`src/rtl/dma_cmd_issuer_if.sv`:
```
// Host command port and BA-engine start/status bundle for dma_cmd_issuer.
// The master modport is the issuer's view; slave is the host/engine side.
interface dma_cmd_issuer_if #(
  parameter int ADDR_W = 32,
  parameter int LEN_W  = 16
);
  logic              cmd_valid_i;
  logic              cmd_ready_o;
  logic [ADDR_W-1:0] cmd_src_i;
  logic [ADDR_W-1:0] cmd_dst_i;
  logic [LEN_W-1:0]  cmd_len_i;
  logic              start_o;
  logic [ADDR_W-1:0] src_addr_o;
  logic [ADDR_W-1:0] dst_addr_o;
  logic [LEN_W-1:0]  byte_len_o;
  logic              idle_i;
  logic              done_i;
  logic              busy_o;
  logic              irq_o;
  logic [7:0]        cmp_cnt_o;
  logic              err_o;
  logic              err_clr_i;

  modport master (
    input  cmd_valid_i, cmd_src_i, cmd_dst_i, cmd_len_i,
    input  idle_i, done_i, err_clr_i,
    output cmd_ready_o, start_o, src_addr_o, dst_addr_o, byte_len_o,
    output busy_o, irq_o, cmp_cnt_o, err_o
  );

  modport slave (
    output cmd_valid_i, cmd_src_i, cmd_dst_i, cmd_len_i,
    output idle_i, done_i, err_clr_i,
    input  cmd_ready_o, start_o, src_addr_o, dst_addr_o, byte_len_o,
    input  busy_o, irq_o, cmp_cnt_o, err_o
  );
endinterface

```
`src/rtl/dma_cmd_issuer.sv`:
```
// Queues host copy commands and issues them one at a time to the BA engine,
// tracking each transfer through the engine's idle/done levels.
module dma_cmd_issuer #(
  parameter int ADDR_W      = 32,
  parameter int LEN_W       = 16,
  parameter int DEPTH       = 4,
  parameter int TIMEOUT_CYC = 1024
) (
  input  logic             clk,
  input  logic             rst_n,
  dma_cmd_issuer_if.master bus
);

  localparam int PTR_W = $clog2(DEPTH);
  localparam int CNT_W = PTR_W + 1;
  localparam int TMO_W = $clog2(TIMEOUT_CYC);
  localparam int ENT_W = 2 * ADDR_W + LEN_W;

  typedef enum logic [2:0] {
    S_IDLE      = 3'd0,
    S_WAIT_IDLE = 3'd1,
    S_START     = 3'd2,
    S_BUSY      = 3'd3,
    S_CPL       = 3'd4
  } state_e;

  state_e            state_q, state_d;
  logic [ENT_W-1:0]  mem_q [DEPTH];
  logic [ENT_W-1:0]  mem_d [DEPTH];
  logic [PTR_W-1:0]  wr_ptr_q, wr_ptr_d;
  logic [PTR_W-1:0]  rd_ptr_q, rd_ptr_d;
  logic [CNT_W-1:0]  count_q, count_d;
  logic [ADDR_W-1:0] src_q, src_d;
  logic [ADDR_W-1:0] dst_q, dst_d;
  logic [LEN_W-1:0]  len_q, len_d;
  logic              ack_q, ack_d;
  logic [TMO_W-1:0]  tmo_q, tmo_d;
  logic              err_q, err_d;
  logic [7:0]        cmp_q, cmp_d;
  logic              start_q, start_d;
  logic              irq_q, irq_d;
  logic              busy_q, busy_d;
  logic              ready_q, ready_d;

  logic              push_s;
  logic              pop_s;
  logic              head_zero_s;
  logic              tmo_hit_s;
  logic              cpl_s;
  logic [ENT_W-1:0]  head_s;

  // FIFO control: push/pop qualification, pointer and occupancy updates.
  always_comb begin
    push_s      = bus.cmd_valid_i && (count_q != CNT_W'(DEPTH));
    pop_s       = (state_q == S_IDLE) && (count_q != {CNT_W{1'b0}});
    head_s      = mem_q[rd_ptr_q];
    head_zero_s = (head_s[LEN_W-1:0] == {LEN_W{1'b0}});
    mem_d       = mem_q;
    wr_ptr_d    = wr_ptr_q;
    rd_ptr_d    = rd_ptr_q;
    count_d     = count_q;
    if (push_s) begin
      mem_d[wr_ptr_q] = {bus.cmd_src_i, bus.cmd_dst_i, bus.cmd_len_i};
      wr_ptr_d        = wr_ptr_q + PTR_W'(1);
    end else begin
      wr_ptr_d = wr_ptr_q;
    end
    if (pop_s) begin
      rd_ptr_d = rd_ptr_q + PTR_W'(1);
    end else begin
      rd_ptr_d = rd_ptr_q;
    end
    case ({push_s, pop_s})
      2'b10:   count_d = count_q + CNT_W'(1);
      2'b01:   count_d = count_q - CNT_W'(1);
      default: count_d = count_q;
    endcase
  end

  // Transfer tracking terms used by both next-state and output logic.
  always_comb begin
    cpl_s     = ack_q && bus.done_i;
    tmo_hit_s = (tmo_q == TMO_W'(TIMEOUT_CYC - 2));
  end

  // Next-state logic.
  always_comb begin
    state_d = state_q;
    case (state_q)
      S_IDLE: begin
        if (pop_s) begin
          state_d = head_zero_s ? S_CPL : S_WAIT_IDLE;
        end else begin
          state_d = S_IDLE;
        end
      end
      S_WAIT_IDLE: begin
        if (bus.idle_i) begin
          state_d = S_START;
        end else begin
          state_d = S_WAIT_IDLE;
        end
      end
      S_START: state_d = S_BUSY;
      S_BUSY: begin
        if (cpl_s) begin
          state_d = S_CPL;
        end else if (tmo_hit_s) begin
          state_d = S_IDLE;
        end else begin
          state_d = S_BUSY;
        end
      end
      S_CPL:   state_d = S_IDLE;
      default: state_d = S_IDLE;
    endcase
  end

  // Output and datapath logic; host-visible outputs are registered from the
  // next state so they line up with the state they describe.
  always_comb begin
    src_d   = src_q;
    dst_d   = dst_q;
    len_d   = len_q;
    ack_d   = ack_q;
    tmo_d   = tmo_q;
    err_d   = err_q;
    if (pop_s) begin
      {src_d, dst_d, len_d} = head_s;
    end else begin
      {src_d, dst_d, len_d} = {src_q, dst_q, len_q};
    end
    if (bus.err_clr_i) begin
      err_d = 1'b0;
    end else begin
      err_d = err_q;
    end
    case (state_q)
      S_START: begin
        ack_d = 1'b0;
        tmo_d = {TMO_W{1'b0}};
      end
      S_BUSY: begin
        // Only an idle drop seen during this transfer arms completion, so a
        // done level left over from the previous transfer is ignored.
        ack_d = ack_q || !bus.idle_i;
        if (cpl_s) begin
          tmo_d = tmo_q;
        end else begin
          tmo_d = tmo_q + TMO_W'(1);
          if (tmo_hit_s) begin
            err_d = 1'b1;
          end else begin
            err_d = err_d;
          end
        end
      end
      default: begin
        ack_d = ack_q;
        tmo_d = tmo_q;
      end
    endcase
    start_d = (state_d == S_START);
    irq_d   = (state_d == S_CPL);
    cmp_d   = (state_d == S_CPL) ? (cmp_q + 8'd1) : cmp_q;
    busy_d  = (state_d != S_IDLE) || (count_d != {CNT_W{1'b0}});
    ready_d = (count_d != CNT_W'(DEPTH));
  end

  // FSM state register.
  always_ff @(posedge clk or negedge rst_n) begin
    if (!rst_n) begin
      state_q <= S_IDLE;
    end else begin
      state_q <= state_d;
    end
  end

  // FIFO storage and pointers.
  always_ff @(posedge clk or negedge rst_n) begin
    if (!rst_n) begin
      for (int i = 0; i < DEPTH; i++) begin
        mem_q[i] <= {ENT_W{1'b0}};
      end
      wr_ptr_q <= {PTR_W{1'b0}};
      rd_ptr_q <= {PTR_W{1'b0}};
      count_q  <= {CNT_W{1'b0}};
    end else begin
      mem_q    <= mem_d;
      wr_ptr_q <= wr_ptr_d;
      rd_ptr_q <= rd_ptr_d;
      count_q  <= count_d;
    end
  end

  // Latched command, transfer tracking and host-visible output registers.
  always_ff @(posedge clk or negedge rst_n) begin
    if (!rst_n) begin
      src_q   <= {ADDR_W{1'b0}};
      dst_q   <= {ADDR_W{1'b0}};
      len_q   <= {LEN_W{1'b0}};
      ack_q   <= 1'b0;
      tmo_q   <= {TMO_W{1'b0}};
      err_q   <= 1'b0;
      cmp_q   <= 8'd0;
      start_q <= 1'b0;
      irq_q   <= 1'b0;
      busy_q  <= 1'b0;
      ready_q <= 1'b1;
    end else begin
      src_q   <= src_d;
      dst_q   <= dst_d;
      len_q   <= len_d;
      ack_q   <= ack_d;
      tmo_q   <= tmo_d;
      err_q   <= err_d;
      cmp_q   <= cmp_d;
      start_q <= start_d;
      irq_q   <= irq_d;
      busy_q  <= busy_d;
      ready_q <= ready_d;
    end
  end

  assign bus.cmd_ready_o = ready_q;
  assign bus.start_o     = start_q;
  assign bus.src_addr_o  = src_q;
  assign bus.dst_addr_o  = dst_q;
  assign bus.byte_len_o  = len_q;
  assign bus.busy_o      = busy_q;
  assign bus.irq_o       = irq_q;
  assign bus.cmp_cnt_o   = cmp_q;
  assign bus.err_o       = err_q;

endmodule

```
`src/flat_wrapper.sv`:
```
// flat-port wrapper written by rule: the top's interface ports become plain ports
module dma_cmd_issuer_flat 
#(
  parameter int ADDR_W      = 32,
  parameter int LEN_W       = 16,
  parameter int DEPTH       = 4,
  parameter int TIMEOUT_CYC = 1024
)
  (clk, rst_n, bus_cmd_valid_i, bus_cmd_src_i, bus_cmd_dst_i, bus_cmd_len_i, bus_idle_i, bus_done_i, bus_err_clr_i, bus_cmd_ready_o, bus_start_o, bus_src_addr_o, bus_dst_addr_o, bus_byte_len_o, bus_busy_o, bus_irq_o, bus_cmp_cnt_o, bus_err_o);
  dma_cmd_issuer_if #(.ADDR_W(ADDR_W), .LEN_W(LEN_W)) bus_i ();
  input  logic clk;
  input  logic rst_n;
  input wire logic [$bits(bus_i.cmd_valid_i)-1:0] bus_cmd_valid_i;
  input wire logic [$bits(bus_i.cmd_src_i)-1:0] bus_cmd_src_i;
  input wire logic [$bits(bus_i.cmd_dst_i)-1:0] bus_cmd_dst_i;
  input wire logic [$bits(bus_i.cmd_len_i)-1:0] bus_cmd_len_i;
  input wire logic [$bits(bus_i.idle_i)-1:0] bus_idle_i;
  input wire logic [$bits(bus_i.done_i)-1:0] bus_done_i;
  input wire logic [$bits(bus_i.err_clr_i)-1:0] bus_err_clr_i;
  output wire logic [$bits(bus_i.cmd_ready_o)-1:0] bus_cmd_ready_o;
  output wire logic [$bits(bus_i.start_o)-1:0] bus_start_o;
  output wire logic [$bits(bus_i.src_addr_o)-1:0] bus_src_addr_o;
  output wire logic [$bits(bus_i.dst_addr_o)-1:0] bus_dst_addr_o;
  output wire logic [$bits(bus_i.byte_len_o)-1:0] bus_byte_len_o;
  output wire logic [$bits(bus_i.busy_o)-1:0] bus_busy_o;
  output wire logic [$bits(bus_i.irq_o)-1:0] bus_irq_o;
  output wire logic [$bits(bus_i.cmp_cnt_o)-1:0] bus_cmp_cnt_o;
  output wire logic [$bits(bus_i.err_o)-1:0] bus_err_o;
  assign bus_i.cmd_valid_i = bus_cmd_valid_i;
  assign bus_i.cmd_src_i = bus_cmd_src_i;
  assign bus_i.cmd_dst_i = bus_cmd_dst_i;
  assign bus_i.cmd_len_i = bus_cmd_len_i;
  assign bus_i.idle_i = bus_idle_i;
  assign bus_i.done_i = bus_done_i;
  assign bus_i.err_clr_i = bus_err_clr_i;
  assign bus_cmd_ready_o = bus_i.cmd_ready_o;
  assign bus_start_o = bus_i.start_o;
  assign bus_src_addr_o = bus_i.src_addr_o;
  assign bus_dst_addr_o = bus_i.dst_addr_o;
  assign bus_byte_len_o = bus_i.byte_len_o;
  assign bus_busy_o = bus_i.busy_o;
  assign bus_irq_o = bus_i.irq_o;
  assign bus_cmp_cnt_o = bus_i.cmp_cnt_o;
  assign bus_err_o = bus_i.err_o;
  dma_cmd_issuer #(.ADDR_W(ADDR_W), .LEN_W(LEN_W), .DEPTH(DEPTH), .TIMEOUT_CYC(TIMEOUT_CYC)) u_core (.clk(clk), .rst_n(rst_n), .bus(bus_i));
endmodule
```
`config.mk`:
```
export PLATFORM = sky130hd
export DESIGN_NAME = dma_cmd_issuer_flat
export DESIGN_NICKNAME = d
export VERILOG_FILES = /design/src/rtl/dma_cmd_issuer_if.sv /design/src/rtl/dma_cmd_issuer.sv /design/src/flat_wrapper.sv
export SDC_FILE = /design/constraint.sdc
export NUM_CORES = 1
export LEC_CHECK = 0
export BUFFER_PORTS_ARGS = -buffer_cell sky130_fd_sc_hd__buf_2
export CELL_PAD_IN_SITES_DETAIL_PLACEMENT = 0
export CELL_PAD_IN_SITES_GLOBAL_PLACEMENT = 1
export CORE_AREA = 2 2 233 189
export CTS_CLUSTER_SIZE = 16
export DETAILED_ROUTE_END_ITERATION = 6
export DIE_AREA = 0 0 235 191
export PLACE_DENSITY_LB_ADDON = 0.25
export SYNTH_ARGS = -nofsm -noshare
export SYNTH_HDL_FRONTEND = slang
export SYNTH_SLANG_ARGS = --single-unit
```
`constraint.sdc`:
```
create_clock -name clk -period 2.9 [get_ports clk]
set_input_delay 0.145 -clock clk [delete_from_list [all_inputs] [get_ports clk]]
set_output_delay 0.145 -clock clk [all_outputs]
set_load 0.01 [all_outputs]
```
======== Word level (Yosys, flattened, before mapping) ========
Index checks and enable logic that the tools add are counted.
storage, ports and cells
  register bits after elaboration ......... 434
  bits in latches ......................... 0
  RAM bits ................................ 0
  ROM bits ................................ 0
  input bits .............................. 86
  output and inout bits ................... 93
  logic and storage cells ................. 75
  memories ................................ 0
operators by class
  add/subtract/negate cells ............... 6
  $mul .................................... 0
  div/mod/pow operators ................... 0
  magnitude comparators ................... 3
  eq/ne operators ......................... 11
  shifts and indexed selects .............. 0
  muxes and demuxes ....................... 20
  bitwise logic cells ..................... 2
  reductions and logical operators ........ 14
operator list
  kind                                                              count
  320-bit bitwise mux                                               1
  80-bit 2-to-1 mux                                                 3
  80-bit binary-select mux with 2-bit select                        1
  80-bit demux with 2-bit select                                    1
  10-bit one-hot mux with 2 select lines                            1
  16-bit logical NOT                                                1
  3-bit one-hot mux with 4 select lines                             1
  10-bit by 1-bit adder with 10-bit output (second input constant)  1
  10-bit == test (second input constant)                            1
  10-bit 2-to-1 mux                                                 1
  3-bit by 2-bit == test with 1-bit output (second input constant)  3
  3-bit 2-to-1 mux                                                  3
  3-bit nonzero test                                                3
  8-bit by 1-bit adder with 8-bit output (second input constant)    1
  3-bit >= comparator (second input constant)                       2
  3-bit inequality test (second input constant)                     2
  2-bit NOT with 3-bit output                                       2
  3-bit one-hot mux with 2 select lines                             1
  2-bit by 1-bit adder with 2-bit output (second input constant)    2
  1-bit logical AND                                                 4
  1-bit 2-to-1 mux                                                  4
  2-bit 2-to-1 mux                                                  2
  3-bit by 1-bit adder with 3-bit output (second input constant)    1
  3-bit by 1-bit == test with 1-bit output (second input constant)  1
  other kinds (12)                                                  13

======== Depth between registers and ports, before layout ========
Gate-level depths: netlist of the first run.
  word-level depth ........................ 10
  gate-level depth with buffers ........... 13
  gate-level depth less buffers ........... 11

======== Least setup slack after synthesis of the first run ========
Ideal clock, no wire load.
  kind .................................... register -> register
  start ................................... register u_core.state_q[2]
  end ..................................... register u_core.busy_q (netlist: u_core.bus.busy_o)
  setup time .............................. 0.139 ns
  arrival time ............................ 2.654 ns
  data required time ...................... 2.761 ns
  path slack .............................. 0.107 ns
  stages on the path, launching flop included .. 13
  buffers on the path ..................... 2
  clock period less this slack ............ 2.793 ns
  cell sequence ........................... dfrtp_1 -> or4_1 -> clkbuf_1 -> inv_2 -> clkbuf_1 -> ha_1 -> inv_1 -> fa_1 -> xor2_1 -> nor2_1 -> xor2_1 -> nor3_1 -> nand4_1
on the way
  longest elaborated chain between the ends .. 6
  elaborated cells on any way between the ends .. 13
  those cells by class .................... eq/ne: 5; mux: 3; reduce/logical: 5
RTL lines
  element                                                                    RTL line               source
  from (decl)                                                                dma_cmd_issuer.sv:27   state_e state_q, state_d;
  from (signal assigned)                                                     dma_cmd_issuer.sv:175  state_q <= state_d;
  3-bit logical NOT *                                                        dma_cmd_issuer.sv:55   pop_s = (state_q == S_IDLE) && (count_q != {CNT_W{1'b0}});
  1-bit logical AND *                                                        dma_cmd_issuer.sv:55
  named net u_core.pop_s                                                     dma_cmd_issuer.sv:46   logic pop_s;
  2-bit by 1-bit == test with 1-bit output or 2-bit == test (tied branches)  dma_cmd_issuer.sv:73   case ({push_s, pop_s})
  3-bit one-hot mux with 2 select lines *                                    dma_cmd_issuer.sv:73
  named net u_core.count_d[2]                                                dma_cmd_issuer.sv:32   logic [CNT_W-1:0] count_q, count_d;
  3-bit nonzero test *                                                       dma_cmd_issuer.sv:166  busy_d = (state_d != S_IDLE) || (count_d != {CNT_W{1'b0}});
  1-bit logical OR *                                                         dma_cmd_issuer.sv:166
  named net u_core.busy_d                                                    dma_cmd_issuer.sv:42   logic busy_q, busy_d;
  to (signal assigned)                                                       dma_cmd_issuer.sv:220  busy_q <= busy_d;
  to (decl)                                                                  dma_cmd_issuer.sv:42
The timed path passes the listed nets; every way through them passes the cells marked *.
A chain may end at the register's enable or synchronous reset.

======== Worst setup path after layout of the first run ========
  start ................................... register u_core.rd_ptr_q[0]
  end ..................................... register u_core.cmp_q[1] (netlist: u_core.bus.cmp_cnt_o[1])
on the way
  longest elaborated chain between the ends .. 9
RTL lines
  element                                                RTL line               source
  from (decl)                                            dma_cmd_issuer.sv:31   logic [PTR_W-1:0] rd_ptr_q, rd_ptr_d;
  from (signal assigned)                                 dma_cmd_issuer.sv:186  rd_ptr_q <= {PTR_W{1'b0}};
  from (signal assigned)                                 dma_cmd_issuer.sv:191  rd_ptr_q <= rd_ptr_d;
  2-bit NOT with 3-bit output (implied by the code)      dma_cmd_issuer.sv:56   head_s = mem_q[rd_ptr_q];
  80-bit binary-select mux with 2-bit select             dma_cmd_issuer.sv:56
  80-bit 2-to-1 mux (implied by the code) (2 in series)  dma_cmd_issuer.sv:56
  16-bit logical NOT                                     dma_cmd_issuer.sv:57   head_zero_s = (head_s[LEN_W-1:0] == {LEN_W{1'b0}});
  3-bit 2-to-1 mux                                       dma_cmd_issuer.sv:92   state_d = head_zero_s ? S_CPL : S_WAIT_IDLE;
  3-bit 2-to-1 mux                                       dma_cmd_issuer.sv:91   if (pop_s) begin
  3-bit one-hot mux with 4 select lines                  dma_cmd_issuer.sv:89   case (state_q)
  named net u_core.state_d[2]                            dma_cmd_issuer.sv:27
  3-bit == test                                          dma_cmd_issuer.sv:165  cmp_d = (state_d == S_CPL) ? (cmp_q + 8'd1) : cmp_q;
  to (signal assigned)                                   dma_cmd_issuer.sv:217  cmp_q <= cmp_d;
  to (decl)                                              dma_cmd_issuer.sv:39   logic [7:0] cmp_q, cmp_d;
The timed path passes the listed nets, and every way through them passes these cells. The select of a mux whose other input is x is not followed.

==> out/metrics.yaml, run 1 <==
clocking:
  htree_levels: 2
  tritoncts: "built"
  clkTransAtPathRegs_ns: 0.06
  hold_buffers: 84
  clockBufferDepth: 3
  numCtsBuffers: 46
  clk_latency_ns: 0.57
  ctsResizeCount: 0
  cts_setup_buffers: 0
  cts-root-buf: "clkbuf_16"
  cts_sinks: 434
power_and_ir_drop:
  p_sw_share_pct: 32.1
  p_sw_uw: 8470
  intPower_uw: 17900
  power.density_nw_per_um2: 1170
  seqPwrFrac_pct: 40.4
  p_clk_share_pct: 22.3
  p_leak_uw: 0.0103
  power_frac_comb_pct: 37.4
  ir_drop_mv: 0.579
  p_total_uw: 26400
logic_synthesis:
  syn_avg_cell_area_sq_um: 14.2
  yosys_warnings: 0
  yosysSeqAreaShare_pct: 58.7
  synth_edf_count: 0
  synth_cells: 1303
  syn_nets: 1398
  ys_async_sr_fraction_pct: 100
  synthFlopType: "dfrtp_1"
  yosys-top-cells-area: "dfrtp_1, mux2_2, mux4_2"
  synth_area_sq_um: 18500
  synth_area_leader_cell: "dfrtp_1"
  synth_seq_cells: 434
  yosysUniqueCellTypes: 47
  yosys.area.top_type_share_pct: 58.5
critical_path:
  critPathLaunch: "u_core.rd_ptr_q[0]$_DFFE_PN0N_"
  end_kind: "flop"
  critical_path_class: "reg2reg"
  worstReg2RegStart: "u_core.rd_ptr_q[0]$_DFFE_PN0N_"
  r2r_slack_ns: 0.28
  critPathRequiredTime_ns: 3.35
  rr_worst_depth: 6
  cp-start-kind: "flop"
  cp.arrival_ns: 3.07
  reg2reg_to: "u_core.bus.cmp_cnt_o[1]$_DFFE_PN0N_"
  worstPathMaxFanout: 17
sta:
  rsz0062_at_grt: "no"
  fmax_mhz: 382
  worstMarginPinSlew_ns: 0.723
  finalSetupViolations: 0
  slew_headroom_pct: 51.8
  tns_ns: 0
  fin_crit_sh_pct: 90.3
  fin_crit_ns: 2.62
  final-hold-violation-count: 0
  drv_slew: 0
  finClkSkew_ns: 0.0186
routing:
  drt_wl_total_microns: 41800
  first_iter_violations: 577
  wl_per_cell_microns: 19.4
  via_per_inst: 5.18
  vias: 11200
  drtPass1Iterations: 4
  ant_nets: 0
  drc: 0
cells_and_area:
  stdcell_count: 2160
  syn_to_final_growth_pct: 21.9
  layout_commonest_cell: "dfrtp_1"
  drive_above_1_share_pct: 43.0
  multi_input_comb_area_sq_um: 7340
  nNetsFinal: 1660
  final_cell_mix: "dfrtp_1, mux2_2, nand2_1, buf_2, dlygate4sd3_1"
  fillerInstances: 3615
  seqCellArea_sq_um: 10900
floorplanning:
  fp.dieArea_sq_um: 44900
  initial_core_util_pct: 43.4
  ios: 179
  num_rows: 68
  coreArea_sq_um: 42600
  die_y_microns: 191
  chipWidth_microns: 235
global_route:
  grt_pass1_wl_microns: 67300
  antenna_found_initial: 4
  grt_pass1_vias: 11800
  grt_max_degree: 96
  gr-usage-all-layers_pct: 19.0
  grt_overflow: 0
hold_path:
  worst_hold_path_type: "in2async"
placed_design:
  io_buffers: 178
  gp_congestion: 0.736
  dp_hpwl_microns: 24700
  place_inst: 1993
outcome:
  status: "finished clean"
flow_run:
  drv_cap: 0
-- flip-flops by register name, indices dropped and copies added (netlist names), 2 cells and up --
register / count
u_core.tmo_q: 10
u_core.bus.cmp_cnt_o: 8
u_core.bus.byte_len_o: 16
u_core.bus.src_addr_o: 32
u_core.state_q: 3
u_core.count_q: 3
u_core.mem_q: 320
u_core.bus.dst_addr_o: 32
u_core.wr_ptr_q: 2
u_core.rd_ptr_q: 2
-- stage by stage --
| stage | area, sq um | hold WS (ns) | setup WS (ns) | utilization [%] |
|---|---|---|---|---|
| 5_1_grt | 22600 | 0.137 | 0.0339 | 52.9 |
| 4_1_cts | 22600 | 0.0983 | 0.228 | 52.9 |
| 2_1_floorplan | 18500 | -0.151 | 0.107 | - |
| 3_5_place_dp | 20200 | 0.121 | 0.240 | 47.4 |
| 3_3_place_gp | 20200 | 0.113 | 0.276 | 47.4 |
| 6_report | 22600 | 0.108 | 0.281 | 52.9 |
-- worst max-delay path by stage --
stage | endpoint | slack (ns) | cells after the start
detailed placement | u_core.bus.cmp_cnt_o[1]$_DFFE_PN0N_ | 0.24 | 6
global route | u_core.state_q[0]$_DFF_PN0_ | 0.03 | 6
CTS | u_core.bus.cmp_cnt_o[1]$_DFFE_PN0N_ | 0.23 | 6
floorplan | u_core.bus.busy_o$_DFF_PN0_ | 0.11 | 12
finish | u_core.bus.cmp_cnt_o[1]$_DFFE_PN0N_ | 0.28 | 6
global placement | u_core.bus.cmp_cnt_o[1]$_DFFE_PN0N_ | 0.28 | 6
-- cell usage after synthesis (3+ instances only) --
cell type    n
dfrtp_1    433
mux2_2     320
nand2_1    260
mux4_2      80
clkbuf_1    48
nor2_1      20
buf_1       11
inv_1       11
buf_2       10
xor2_1       9
ha_1         8
nand3_1      7
nand4_1      7
nor3_1       6
o211ai_1     6
o21ai_0      6
a21oi_1      5
and2_1       5
and4_1       5
xnor2_1      5
a221oi_1     3
nand2b_1     3
nor4_4       3
or3_1        3
-- routing by layer --
layer	track usage, %	up-vias	part of all wire (%)
li1	-	5160	-
met1	26.5	5792	47
met2	30.5	179	47
met3	3.83	54	4.3
met4	5.21	2	1.8
met5	0	-	0.031
-- critical path, cell delays in order (launching register included) --
cell	delay, ns
dfrtp_4	0.65
buf_4	0.34
mux4_2	0.55
nor2_1	0.16
nand3_2	0.18
o31ai_4	0.27
mux2_1	0.34
-- cell families after synthesis --
group	after synthesis	share of synthesized area, %
mux	402	29.3
flops	434	58.7
simple gates	329	7.60
xor+xnor	14	0.663
fa+ha+maj	9	0.649
buf+inv	83	1.83
compound gates	32	1.24
-- area by class of cell --
cell class / instances / share of cell area [%]
timing repair buffer: 285 / 9.26
inverter: 12 / 0.205
clock inverter: 11 / 0.488
antenna: 3 / 0.0333
multi-input combinational: 786 / 32.5
clock buffer: 69 / 6.21
tap: 560 / 3.11
sequential: 434 / 48.2
-- power by group through the flow --
| stage | Combinational (uW) | Sequential (uW) | Clock (uW) |
|---|---|---|---|
| after detailed placement | 9970 | 10700 | 0 |
| after CTS | 10100 | 10600 | 6050 |
| after global placement | 9750 | 10600 | 0 |
| after floorplan | 7290 | 10400 | 0 |
| final | 9860 | 10700 | 5880 |
| after global routing | 10800 | 11000 | 6300 |
(Power assumes the default switching activity.)
==> run 2, diff against run 1 <==
--- a/config.mk
+++ b/config.mk
@@ -9,7 +9,6 @@
 export CELL_PAD_IN_SITES_DETAIL_PLACEMENT = 0
 export CELL_PAD_IN_SITES_GLOBAL_PLACEMENT = 1
 export CORE_AREA = 2 2 233 189
-export CTS_CLUSTER_SIZE = 16
 export DETAILED_ROUTE_END_ITERATION = 6
 export DIE_AREA = 0 0 235 191
 export PLACE_DENSITY_LB_ADDON = 0.25
==> constraint.sdc (replaced) <==
create_clock -name clk -period 2.9 [get_ports clk]
set_input_delay 0.725 -clock clk [delete_from_list [all_inputs] [get_ports clk]]
set_output_delay 0.725 -clock clk [all_outputs]
set_load 0.01 [all_outputs]
==> run 2 against run 1 <==
  * Core utilization fell by 1.6 points
  * Non-clock buffer count fell by 75
  * Clock power rose by 3%
  * Clock skew fell by 0.0017 ns
  * Critical path depth fell by 1
  * First-iteration DRC count fell by 4.5%
  * Maximum frequency fell by 0.30%
  * Hold slack improved by 0.023 ns
  * Clock-buffer cell count rose by 2
  * Sequential share of layout area rose by 1.5 points
  * Power rose by 0.40%
  * Critical path type unchanged
==> out/metrics.yaml, run 2 (same netlist as run 1, synthesis figures left out) <==
placed_design:
  io_buffers: 178  # unchanged
  place_ws_ns: 0.276  # was 0.240 ns
  gp_congestion: 0.771  # was 0.736
  dp_hpwl_microns: 25100  # was 24700 microns
hold_path:
  worst_hold_path_type: "in2async"  # unchanged
cells_and_area:
  layout_commonest_cell: "dfrtp_1"  # unchanged
  top_register: "u_core.mem_q"  # unchanged
  drive_above_1_share_pct: 45.9  # was 43.0%
  nNetsFinal: 1585  # was 1660
  final_cell_mix: "dfrtp_1, mux2_2, nand2_1, buf_2, mux4_2"  # was dfrtp_1, mux2_2, nand2_1, buf_2, dlygate4sd3_1
  largest_reg_flops: 320  # unchanged
  fillerInstances: 3670  # was 3615
  fin_util_pct: 51.4  # was 52.9%
  syn_to_final_growth_pct: 18.3  # was 21.9%
routing:
  vias: 10900  # was 11200
  wl_per_cell_microns: 19.9  # was 19.4 microns
  via_per_inst: 5.24  # was 5.18
  ant_nets: 0  # unchanged
  first_iter_violations: 551  # was 577
  drc: 0  # unchanged
  drt_wl_total_microns: 41600  # was 41800 microns
  drtPass1Iterations: 5  # was 4
clocking:
  cts_setup_buffers: 0  # unchanged
  clkTransAtPathRegs_ns: 0.06  # about the same
  htree_levels: 2  # unchanged
  ctsResizeCount: 0  # unchanged
  cts-root-buf: "clkbuf_16"  # unchanged
  clk_latency_ns: 0.55  # was 0.57 ns
  numCtsBuffers: 46  # unchanged
  cts_sinks: 434  # unchanged
  tritoncts: "built"  # unchanged
  clockBufferDepth: 3  # unchanged
  hold_buffers: 0  # was 84
sta:
  tns_ns: 0  # unchanged
  final-hold-violation-count: 0  # unchanged
  fin_crit_ns: 2.63  # was 2.62 ns
  setup_slack_ns: 0.273  # was 0.281 ns
  finClkSkew_ns: 0.0169  # was 0.0186 ns
  slew_headroom_pct: 27.2  # was 51.8%
  fin_crit_sh_pct: 90.6  # was 90.3%
  fmax_mhz: 381  # was 382 MHz
  finalSetupViolations: 0  # unchanged
  drv_slew: 0  # unchanged
  rsz0062_at_grt: "no"  # unchanged
  worstMarginPinSlew_ns: 1.09  # was 0.723 ns
global_route:
  met1_usage_pct: 26.6  # was 26.5%
  gr-usage-all-layers_pct: 19.0  # about the same
  met3_usage_pct: 4.55  # was 3.83%
  grt_overflow: 0  # unchanged
  grt_use_met2_pct: 30.3  # was 30.5%
  grt_pass1_wl_microns: 67100  # was 67300 microns
  busiest_layer: "met2"  # unchanged
  grt_pass1_vias: 11500  # was 11800
  antenna_found_initial: 6  # was 4
  grt_max_degree: 86  # was 96
critical_path:
  worstReg2RegStart: "u_core.rd_ptr_q[0]$_DFFE_PN0N_"  # unchanged
  setup.worst_path.end: "u_core.state_q[0]$_DFF_PN0_"  # was u_core.bus.cmp_cnt_o[1]$_DFFE_PN0N_
  critPathRequiredTime_ns: 3.29  # was 3.35 ns
  cp.arrival_ns: 3.01  # was 3.07 ns
  worstPathMaxFanout: 19  # was 17
  reg2reg_to: "u_core.state_q[0]$_DFF_PN0_"  # was u_core.bus.cmp_cnt_o[1]$_DFFE_PN0N_
  r2r_slack_ns: 0.27  # was 0.28 ns
  rr_worst_depth: 5  # was 6
  end_kind: "flop"  # unchanged
  critical_path_class: "reg2reg"  # unchanged
  cp-start-kind: "flop"  # unchanged
  critPathLaunch: "u_core.rd_ptr_q[0]$_DFFE_PN0N_"  # unchanged
floorplanning:
  fp.dieArea_sq_um: 44900  # unchanged
  initial_core_util_pct: 43.4  # unchanged
  chipWidth_microns: 235  # unchanged
  coreArea_sq_um: 42600  # unchanged
  ios: 179  # unchanged
  num_rows: 68  # unchanged
  die_y_microns: 191  # unchanged
power_and_ir_drop:
  p_leak_uw: 0.0100  # was 0.0103 uW
  power.density_nw_per_um2: 1210  # was 1170 nW/um^2
  ir_drop_mv: 0.590  # was 0.579 mV
outcome:
  status: "finished clean"  # unchanged
flow_run:
  drv_cap: 0  # unchanged
run 2: cell count changes in the layout (fill, tap and decap cells not counted):
cell and change:
dlygate4sd3_1 -84, buf_4 +6, buf_12 +3, clkbuf_8 +3, clkinv_2 +2, bufinv_16 +1, clkbuf_1 -1, clkinvlp_4 -1
diode_2 +1
run 2: routing by layer:
metal / wire length (microns) / vias up
met5: 25 / -
met4: 775 / 4
met3: 2010 / 60
met2: 19400 / 171
met1: 19400 / 5707
li1: - / 5004
run 2: worst max-delay path: stages, from the launching register on:
cell      delay [ns]
dfrtp_4         0.67
mux4_2          0.61
nor4_4          0.37
nand3_2         0.21
nor2_1          0.41
o221ai_1        0.20
run 2: report_power, final:
| group | internal, uW | total, uW | switching (uW) |
|---|---|---|---|
| registers | 9060 | 10700 | 1600 |
| clock network | 3670 | 6030 | 2360 |
| logic | 5330 | 9810 | 4480 |
| total | 18100 | 26500 | 8440 |
run 2: worst min-delay path by stage:
stage,startpoint,end,cells after the start
after floorplan,rst_n,u_core.ack_q$_DFFE_PN0P_,0
after global placement,u_core.bus.dst_addr_o[10]$_DFFE_PN0N_,u_core.bus.dst_addr_o[10]$_DFFE_PN0N_,2
after detailed placement,u_core.bus.dst_addr_o[24]$_DFFE_PN0N_,u_core.bus.dst_addr_o[24]$_DFFE_PN0N_,2
after CTS,rst_n,u_core.bus.byte_len_o[4]$_DFFE_PN0N_,1
after global routing,rst_n,u_core.bus.byte_len_o[4]$_DFFE_PN0N_,1
final,rst_n,u_core.bus.byte_len_o[4]$_DFFE_PN0N_,1
run 2: layout make-up:
| type | count | area (sq um) | share of cell area (%) |
|---|---|---|---|
| antenna | 4 | 10.0 | 0.0457 |
| tap | 560 | 701 | 3.20 |
| clock inverter | 13 | 143 | 0.651 |
| inverter | 12 | 46.3 | 0.211 |
| sequential | 434 | 10900 | 49.6 |
| multi-input combinational | 786 | 7340 | 33.5 |
| clock buffer | 71 | 1440 | 6.57 |
| timing repair buffer | 210 | 1350 | 6.18 |
run 2: stage by stage:
stage | power [uW] | cell area, sq um | cells | hold WS [ns]
floorplan | 17700 | 18500 | 1303 | 0.429
global placement | 20400 | 20300 | 2002 | 0.453
detailed placement | 20700 | 20300 | 2002 | 0.457
CTS | 26900 | 21900 | 2086 | 0.150
global route | 28300 | 21900 | 2086 | 0.157
finish | 26500 | 21900 | 2090 | 0.131
